<file path="config.mk">
export PLATFORM = sky130hd
export DESIGN_NAME = imm_ext_arbiter
export DESIGN_NICKNAME = d
export VERILOG_FILES = /design/src/rtl/imm_ext_arbiter.sv
export SDC_FILE = /design/constraint.sdc
export NUM_CORES = 1
export LEC_CHECK = 0
export BUFFER_PORTS_ARGS = -buffer_cell sky130_fd_sc_hd__buf_2
export CAP_MARGIN = 20
export CELL_PAD_IN_SITES_DETAIL_PLACEMENT = 0
export CELL_PAD_IN_SITES_GLOBAL_PLACEMENT = 1
export CORE_ASPECT_RATIO = 0.8
export CORE_MARGIN = 3
export CORE_UTILIZATION = 31
export CTS_BUF_LIST = sky130_fd_sc_hd__clkbuf_4 sky130_fd_sc_hd__clkbuf_8
export CTS_CLUSTER_DIAMETER = 100
export CTS_CLUSTER_SIZE = 40
export DETAILED_ROUTE_END_ITERATION = 8
export GPL_ROUTABILITY_DRIVEN = 0
export PLACE_DENSITY_LB_ADDON = 0.15
export SLEW_MARGIN = 20
export SYNTH_ARGS = -nofsm -noshare
export SYNTH_HDL_FRONTEND = slang
export SYNTH_SLANG_ARGS = --single-unit
</file>
<file path="constraint.sdc">
create_clock -name clk -period 1.6 [get_ports clk]
set_input_delay 0.08 -clock clk [delete_from_list [all_inputs] [get_ports clk]]
set_output_delay 0.08 -clock clk [all_outputs]
set_load 0.03 [all_outputs]
</file>
<file path="src/rtl/imm_ext_arbiter.sv">
// Purpose: time-shares one external immediate extender between two decode
//          slots; each slot owns a one-entry response buffer.
// Latency: 1 cycle from request accept to rspN_valid.
// Backpressure: a FULL, non-draining buffer deasserts its reqN_ready without
//          blocking the other slot; drain-and-refill in one cycle is allowed.
// Ports:
//   clk, rst (sync, active-low), flush   - clock, reset, pipeline flush
//   reqN_valid/ready/inst_index/action   - per-slot extend requests
//   ext_inst_index, ext_action, ext_res  - shared extender operands / result
//   rspN_valid/ready/data                - per-slot extended immediates
module imm_ext_arbiter (
  input  logic        clk,
  input  logic        rst,
  input  logic        flush,
  input  logic        req0_valid,
  output logic        req0_ready,
  input  logic [25:0] req0_inst_index,
  input  logic [1:0]  req0_action,
  input  logic        req1_valid,
  output logic        req1_ready,
  input  logic [25:0] req1_inst_index,
  input  logic [1:0]  req1_action,
  output logic [25:0] ext_inst_index,
  output logic [1:0]  ext_action,
  input  logic [31:0] ext_res,
  output logic        rsp0_valid,
  input  logic        rsp0_ready,
  output logic [31:0] rsp0_data,
  output logic        rsp1_valid,
  input  logic        rsp1_ready,
  output logic [31:0] rsp1_data
);

  logic        full0, full1;
  logic [31:0] data0, data1;
  logic        ptr;          // slot favoured when both are eligible
  logic        elig0, elig1;
  logic        grant0, grant1;

  // Eligibility includes rst so nothing is granted while reset is held,
  // and lets a FULL buffer refill in the same cycle it is drained.
  always_comb begin
    elig0 = rst && !flush && req0_valid && (!full0 || rsp0_ready);
    elig1 = rst && !flush && req1_valid && (!full1 || rsp1_ready);
  end

  always_comb begin
    grant0 = elig0 && (!elig1 || !ptr);
    grant1 = elig1 && (!elig0 ||  ptr);
  end

  assign req0_ready = grant0;
  assign req1_ready = grant1;

  always_comb begin
    ext_inst_index = 26'd0;
    ext_action     = 2'd0;
    if (grant0) begin
      ext_inst_index = req0_inst_index;
      ext_action     = req0_action;
    end else if (grant1) begin
      ext_inst_index = req1_inst_index;
      ext_action     = req1_action;
    end
  end

  assign rsp0_valid = full0;
  assign rsp1_valid = full1;
  // Data registers are zeroed whenever a buffer empties, so EMPTY reads 0.
  assign rsp0_data  = data0;
  assign rsp1_data  = data1;

  always_ff @(posedge clk) begin
    if (!rst) begin
      full0 <= 1'b0;
      full1 <= 1'b0;
      data0 <= 32'd0;
      data1 <= 32'd0;
      ptr   <= 1'b0;
    end else if (flush) begin
      full0 <= 1'b0;
      full1 <= 1'b0;
      data0 <= 32'd0;
      data1 <= 32'd0;
    end else begin
      if (grant0) begin
        full0 <= 1'b1;
        data0 <= ext_res;
      end else if (full0 && rsp0_ready) begin
        full0 <= 1'b0;
        data0 <= 32'd0;
      end

      if (grant1) begin
        full1 <= 1'b1;
        data1 <= ext_res;
      end else if (full1 && rsp1_ready) begin
        full1 <= 1'b0;
        data1 <= 32'd0;
      end

      if (elig0 && elig1)
        ptr <= !ptr;
    end
  end

endmodule

</file>
# Word level (Yosys, flattened, before mapping)
# Cells that the tools add are included.
# word_totals
regBits	67
# op_classes
muxes	12
n_reduce_logical	24
bitwise_logic	2
# ops
op	count
$mux 32	4
$mux 26	2
$logic_and 1x1->1	10
$logic_not 1->1	6
$logic_or 1x1->1	4
$mux 1	4
$mux 2	2
$reduce_bool 2->1	2
$not 1->1	2
$reduce_and 2->1	1
$reduce_or 2->1	1

# Depth between registers and ports, before layout
# Gate-level depths: netlist of the first run.
# logic_depth
word_depth	9
depth_mapped	6
ltp_nobuf	3

# Least setup slack after synthesis of the first run
# Ideal clock, no wire load.
# synth_timing
kind	register to output
start	reg full1, in the netlist rsp1_valid
end	out ext_action[0]
required_ns	1.520
t_arrival_ns	1.648
slack_ns	-0.128
stages_incl_launch_ff	5
cell_sequence	dfxtp_1 -> nor2b_2 -> o211ai_4 -> buf_6 -> o22ai_1
# synth_via
elab_chain_cells	7
elab_cells_between_ends	9
classes_between	2 x mux; 7 x reduce/logical
# synth_lines
element	line_no	source
start: declaration	34	logic full0, full1;
start signal: assignment	76	full1 <= 1'b0;
start signal: assignment	82	full1 <= 1'b0;
start signal: assignment	95	full1 <= 1'b1;
$logic_not 1->1 (*)	44	elig1 = rst && !flush && req1_valid && (!full1 || rsp1_ready);
$logic_or 1x1->1 (*)	44	
$logic_and 1x1->1 (*)	44	
$logic_not 1->1	48	grant0 = elig0 && (!elig1 || !ptr);
$logic_or 1x1->1	48	
$logic_and 1x1->1	48	
$mux 2 (*)	58	if (grant0) begin
end: declaration	24	output logic [1:0] ext_action,
# Every way passes the cells marked *; elsewhere a longest branch is shown, timed or not.

# Worst setup path after layout of the first run
# layout_timing
start	reg ptr
end	out ext_inst_index[3]
# layout_via
elab_chain_cells	4
elab_cells_between_ends	7
classes_between	2 x mux; 5 x reduce/logical
# layout_lines
element	line_no	source
start: declaration	36	logic ptr;
start signal: assignment	103	ptr <= !ptr;
$logic_or 1x1->1 / $logic_not 1->1 (equally long branches)	49, 48	
$logic_and 1x1->1 / $logic_or 1x1->1 (equally long branches)	49, 48	
$mux 26 / $logic_and 1x1->1 (equally long branches)	61, 48	
$mux 26 (*)	58	
end: declaration	23	output logic [25:0] ext_inst_index,
# Marked as above.

==> metrics.cfg, run 1 <==
[setup_path]
cp-end-kind = output pin
critPathArrivalTime_ns = 1.63
cpPeakStageDelay_ns = 0.35
path_class = flop to output pin
path_buf_inv = 2
cp_top_family = compound AO/OA/AOI/OAI gates
slowest_stage = o211ai_4
cp_max_fo = 8
worstSetupStartpointType = flop
required_ns = 1.52
crit_chain = nand2b_4 > o211ai_4 > clkbuf_16 > o22ai_4 > buf_6

[clock_tree]
clock_sinks = 67
htreeDepth = 3
cts_tree = built
root_buffer = clkbuf_8
clk_pin_slew_ns = 0.06
clockBufferDepth = 2
clkLatencyLatePin_ns = 0.34
cts_buffers = 9

[sta]
worstMarginPinSlew_ns = 0.363
min_period_ns = 1.71
setup_ws_ns = -0.115
slew_violations = 0
setup_viol = 31
min_period_over_period = 1.07
slew_headroom = 0.757
max_freq_mhz = 583
skew_ns = 0.00595
rsz0062_at_grt = true
finalHoldViolCount = 0

[die]
dieArea_um2 = 11700
die_x_um = 120
start_util = 0.327
core_um2 = 9890
fp.dieH_um = 97.3
io_pins = 191
fp-row-count = 32

[cells_and_area]
fin_util = 0.541
syn2layout_area_growth_pct = 65.6
final_cell_mix = buf_2 (160), nand2_1 (91), mux2i_1 (65)
layout_commonest_cell = buf_2
drive_gt1_frac = 0.459
diodes = 0
final_cells = 726
n_fill_cell = 934
finalNetCount = 680

[logic_synthesis]
ys_warn_count = 0
yosys_register_bits = 67
syn_nets = 464
netlist_instances = 369
syn_area_um2 = 3230
syn_avg_cell_area_um2 = 8.76
ys_seq_area_frac = 0.415
synthDistinctLibCells = 19

[global_route]
antenna_found_initial = 0
grt_start_max_net_pins = 79
grt_usage = 0.177
overflow = 0
grt_pass1_vias = 3436
grt_pass1_wl_um = 16800

[routing]
ant_nets = 0
routed_wl_um = 11100
vias_per_cell = 4.78
first_pass_iters = 4
vias = 3471
drt_iter0_drc = 165
wire_per_inst_um = 15.3
drc = 0

[place]
pre_cts_ws_ns = 0.172
io_buffers = 190
dp_cells = 672
dp_hpwl_um = 7130

[pwr]
leakage_uw = 0.00256
cellPowerDensity_nw_per_um2 = 789
peakVddDrop_v = 0.000449

[outcome]
violations = setup timing
status = finished, violations left

[run]
drv_cap = 0

[worst_hold_path]
min_path_type = input pin to flop

==> worst register-to-register path: cells and delay by family (launching register included) <==
kind	cells	cell delay, ns
mux	1	0.21
compound gates	1	0.35
buf+inv	3	0.52
simple gates	1	0.15
flops	1	0.34
==> cell usage after synthesis <==
| library cell | number | area share |
|---|---|---|
| buf_12 | 3 | 0.019 |
| nand2_1 | 91 | 0.11 |
| o22ai_1 | 28 | 0.054 |
| clkbuf_1 | 10 | 0.012 |
| buf_6 | 6 | 0.021 |
| a21oi_1 | 2 | 0.0031 |
| nor2b_1 | 3 | 0.0058 |
| dfxtp_1 | 67 | 0.42 |
| buf_4 | 6 | 0.014 |
| nor2b_2 | 1 | 0.0027 |
| o21ai_0 | 2 | 0.0031 |
| nand3_1 | 64 | 0.099 |
| nand2_2 | 1 | 0.0019 |
| o211ai_4 | 2 | 0.013 |
| nor2_1 | 2 | 0.0023 |
| nand4_1 | 1 | 0.0019 |
| nand2b_1 | 5 | 0.0097 |
| mux2i_1 | 65 | 0.20 |
| buf_2 | 10 | 0.015 |
==> through the flow <==
step / power (uW) / hold slack, ns / setup TNS, ns / instance area (um2)
after global routing: 4440 / 0.0144 / -6.03 / 5350
after detailed placement: 2570 / 0.361 / 0 / 4270
after floorplan: 2320 / 0.229 / -3.34 / 3250
after CTS: 4200 / 0.00252 / -2.45 / 5090
after global placement: 2560 / 0.355 / 0 / 4270
final: 4220 / 0.0290 / -2.76 / 5350
==> flip-flops by register name, indices dropped and copies added, names as in the netlist <==
signal and count:
rsp0_valid 1, rsp0_data 32, ptr 1, rsp1_valid 1
rsp1_data 32
==> per-layer routing <==
layer,vias to the layer above,wire [um],global-route usage
met5,-,0,0
met4,0,120,0.0484
met3,12,679,0.0570
met2,101,5440,0.297
met1,1642,4840,0.217
li1,1716,-,-
==> logic make-up after synthesis <==
family,synth area share
AND/OR/NAND/NOR,0.229
multiplexers,0.201
AO/OA/AOI/OAI,0.0736
flip-flops,0.415
buffers and inverters,0.0806
==> cell type report <==
cell class | instances | area, um2 | area share
flip-flops and latches | 67 | 1350 | 0.251
repair buffers | 240 | 1720 | 0.321
clock buffers | 12 | 159 | 0.0297
well taps | 136 | 170 | 0.0318
clock inverters | 4 | 48.8 | 0.00912
multi-input cells | 267 | 1910 | 0.357
==> power by group <==
part | total (uW) | internal [uW] | switching [uW]
logic | 1030 | 456 | 572
clock network | 1440 | 820 | 623
registers | 1750 | 1720 | 27.7
total | 4220 | 3000 | 1220
==> final timing paths <==
path	start	endpoint	slack [ns]	cells past startpoint
setup / recovery	ptr	ext_inst_index[3]	-0.11	5
hold / removal	ext_res[9]	rsp1_data[9]	0.03	3
setup reg to reg	ptr	rsp1_data[28]	-0.03	6
hold reg to reg	rsp0_data[30]	rsp0_data[30]	0.47	2
==> timing repair <==
item	CTS	global route
hold buffers	26	0
hold endpoints to repair	48	0
gates cloned	2	3
pin swaps	1	3
setup endpoints to repair	30	42
resized for setup	68	46
buffers inserted	8	2
(Power assumes the default switching activity.)
==> run 2, diff against run 1 <==
--- a/config.mk
+++ b/config.mk
@@ -11,7 +11,7 @@
 export CELL_PAD_IN_SITES_GLOBAL_PLACEMENT = 1
 export CORE_ASPECT_RATIO = 0.8
 export CORE_MARGIN = 3
-export CORE_UTILIZATION = 31
+export CORE_UTILIZATION = 34
 export CTS_BUF_LIST = sky130_fd_sc_hd__clkbuf_4 sky130_fd_sc_hd__clkbuf_8
 export CTS_CLUSTER_DIAMETER = 100
 export CTS_CLUSTER_SIZE = 40
==> constraint.sdc (replaced) <==
create_clock -name clk -period 2 [get_ports clk]
set_input_delay 0.1 -clock clk [delete_from_list [all_inputs] [get_ports clk]]
set_output_delay 0.1 -clock clk [all_outputs]
set_load 0.03 [all_outputs]
==> metrics.cfg, run 2 (same netlist as run 1, synthesis figures left out) <==
[outcome]
status = completed  ; was finished, violations left

[place]
dp_hpwl_um = 6960  ; was 7130 um
pre_cts_ws_ns = 0.495  ; was 0.172 ns
placed_cell_area_um2 = 4200  ; was 4270 um2
io_buffers = 190  ; unchanged
dp_cells = 651  ; was 672

[cells_and_area]
diodes = 0  ; unchanged
final_cell_mix = buf_2 (190), nand2_1 (91), dfxtp_1 (67)  ; was buf_2 (160), nand2_1 (91), mux2i_1 (65)
drive_gt1_frac = 0.404  ; was 0.459
postLayoutCellArea_um2 = 4410  ; was 5350 um2
final_cells = 667  ; was 726
fin_util = 0.482  ; was 0.541
syn2layout_area_growth_pct = 36.4  ; was 65.6%
finalNetCount = 642  ; was 680
layout_commonest_cell = buf_2  ; unchanged

[pwr]
combinationalPowerShare = 0.191  ; was 0.244
p_seq_frac = 0.440  ; was 0.415
intPower_uw = 2260  ; was 3000 uW
peakVddDrop_v = 0.000377  ; was 0.000449 V
p_sw_frac = 0.289  ; was 0.290
clockPowerShare = 0.369  ; was 0.342
cellPowerDensity_nw_per_um2 = 721  ; was 789 nW/um2
leakage_uw = 0.00228  ; was 0.00256 uW
switchingPower_uw = 919  ; was 1220 uW

[run]
drv_cap = 0  ; unchanged

[die]
dieArea_um2 = 10700  ; was 11,700 um2
io_pins = 191  ; unchanged
start_util = 0.353  ; was 0.327
fp-row-count = 31  ; was 32
die_x_um = 115  ; was 120 um
fp.dieH_um = 93.2  ; was 97.3 um
core_um2 = 9150  ; was 9890 um2

[clock_tree]
clk_pin_slew_ns = 0.07  ; was 0.06 ns
cts-resized-gates = 0  ; was 68
cts_tree = built  ; unchanged
htreeDepth = 3  ; unchanged
cts_buffers = 9  ; unchanged
clkLatencyLatePin_ns = 0.34  ; about the same
clockBufferDepth = 2  ; unchanged
cts_setup_buffers = 0  ; was 8
root_buffer = clkbuf_8  ; unchanged
clock_sinks = 67  ; unchanged
cts-hold-fix-buffers = 0  ; was 26

[setup_path]
worstSetupStartpointType = flop  ; unchanged
r2r_start = rsp1_valid  ; was ptr
cp_max_fo = 22  ; was 8
path_class = flop to output pin  ; unchanged
cpPeakStageDelay_ns = 0.36  ; was 0.35 ns
cp-end-kind = output pin  ; unchanged
crit_chain = nor2b_2 > o211ai_4 > buf_4 > o22ai_1 > buf_2  ; was nand2b_4 > o211ai_4 > clkbuf_16 > o22ai_4 > buf_6
reg2regPathDepth = 4  ; was 6
r2r_end = rsp0_data[5]  ; was rsp1_data[28]
slowest_stage = buf_4  ; was o211ai_4
timing.reg2reg.setup_slack_ns = 0.59  ; was -0.03 ns
required_ns = 1.90  ; was 1.52 ns
critPathArrivalTime_ns = 1.77  ; was 1.63 ns

[sta]
slew_violations = 0  ; unchanged
max_freq_mhz = 535
min_period_ns = 1.87
setup_ws_ns = 0.130  ; was -0.115 ns
skew_ns = 0.00275  ; was 0.00595 ns
worstMarginPinSlew_ns = 0.365  ; was 0.363 ns
finalHoldViolCount = 0  ; unchanged
fin_setup_tns_ns = 0  ; was -2.76 ns
rsz0062_at_grt = false  ; was true
setup_viol = 0  ; was 31
min_period_over_period = 0.935
slew_headroom = 0.757  ; about the same

[global_route]
grt_pass1_wl_um = 15200  ; was 16,800 um
grt_pass1_vias = 2994  ; was 3,436
grt_usage = 0.177  ; about the same
grt_start_max_net_pins = 92  ; was 79
antenna_found_initial = 0  ; unchanged
overflow = 0  ; unchanged

[routing]
first_pass_iters = 4  ; unchanged
vias_per_cell = 4.87  ; was 4.78
routed_wl_um = 9720  ; was 11,100 um
drc = 0  ; unchanged
vias = 3249  ; was 3,471
wire_per_inst_um = 14.6  ; was 15.3 um
drt_iter0_drc = 203  ; was 165
ant_nets = 0  ; unchanged

[worst_hold_path]
min_path_cells = 3  ; unchanged
hold_path_end = rsp1_data[6]  ; was rsp1_data[9]
min_from = ext_res[6]  ; was ext_res[9]
min_path_type = input pin to flop  ; unchanged

==> run 2: how the worst max path moves through the flow <==
stage | startpoint | end | cells past startpoint
6_report | rsp1_valid | ext_inst_index[23] | 5
5_1_grt | rsp1_valid | ext_inst_index[16] | 5
4_1_cts | rsp1_valid | ext_inst_index[22] | 5
3_5_place_dp | rsp1_valid | ext_inst_index[22] | 5
3_3_place_gp | rsp1_valid | ext_inst_index[23] | 5
2_1_floorplan | rsp1_valid | ext_action[0] | 4
==> run 2: cell type report <==
| class | count | area (um2) |
|---|---|---|
| fillers | 911 | 4750 |
| multi-input cells | 267 | 1640 |
| flip-flops and latches | 67 | 1340 |
| repair buffers | 202 | 1080 |
| clock buffers | 12 | 159 |
| well taps | 115 | 144 |
| clock inverters | 4 | 48.8 |
==> run 2: metal layers <==
layer	track usage	vias up	wire length, um
li1	-	1642	-
met1	0.227	1490	4220
met2	0.276	106	4580
met3	0.0679	11	804
met4	0.0508	0	114
met5	0	-	0
==> run 2: worst max-delay path, delay by kind of cell, from the launching register on <==
family / cells / cell delay (ns)
AOI/OAI and AO/OA: 2 / 0.35
buffers and inverters: 2 / 0.55
DFF: 1 / 0.33
and+or+nand+nor: 1 / 0.18
==> run 2: per-stage QoR <==
stage	hold WS, ns	power [uW]
after global placement	0.373	2040
after global routing	0.0120	3330
after CTS	0.00303	3220
after floorplan	0.249	1850
after detailed placement	0.379	2040
final	0.0173	3180
==> run 2: power groups by stage <==
stage / sequential (uW) / clock (uW) / combinational [uW]
CTS: 1400 / 1210 / 614
global placement: 1430 / 0 / 607
global route: 1400 / 1260 / 658
detailed placement: 1430 / 0 / 612
floorplan: 1510 / 0 / 338
finish: 1400 / 1170 / 608
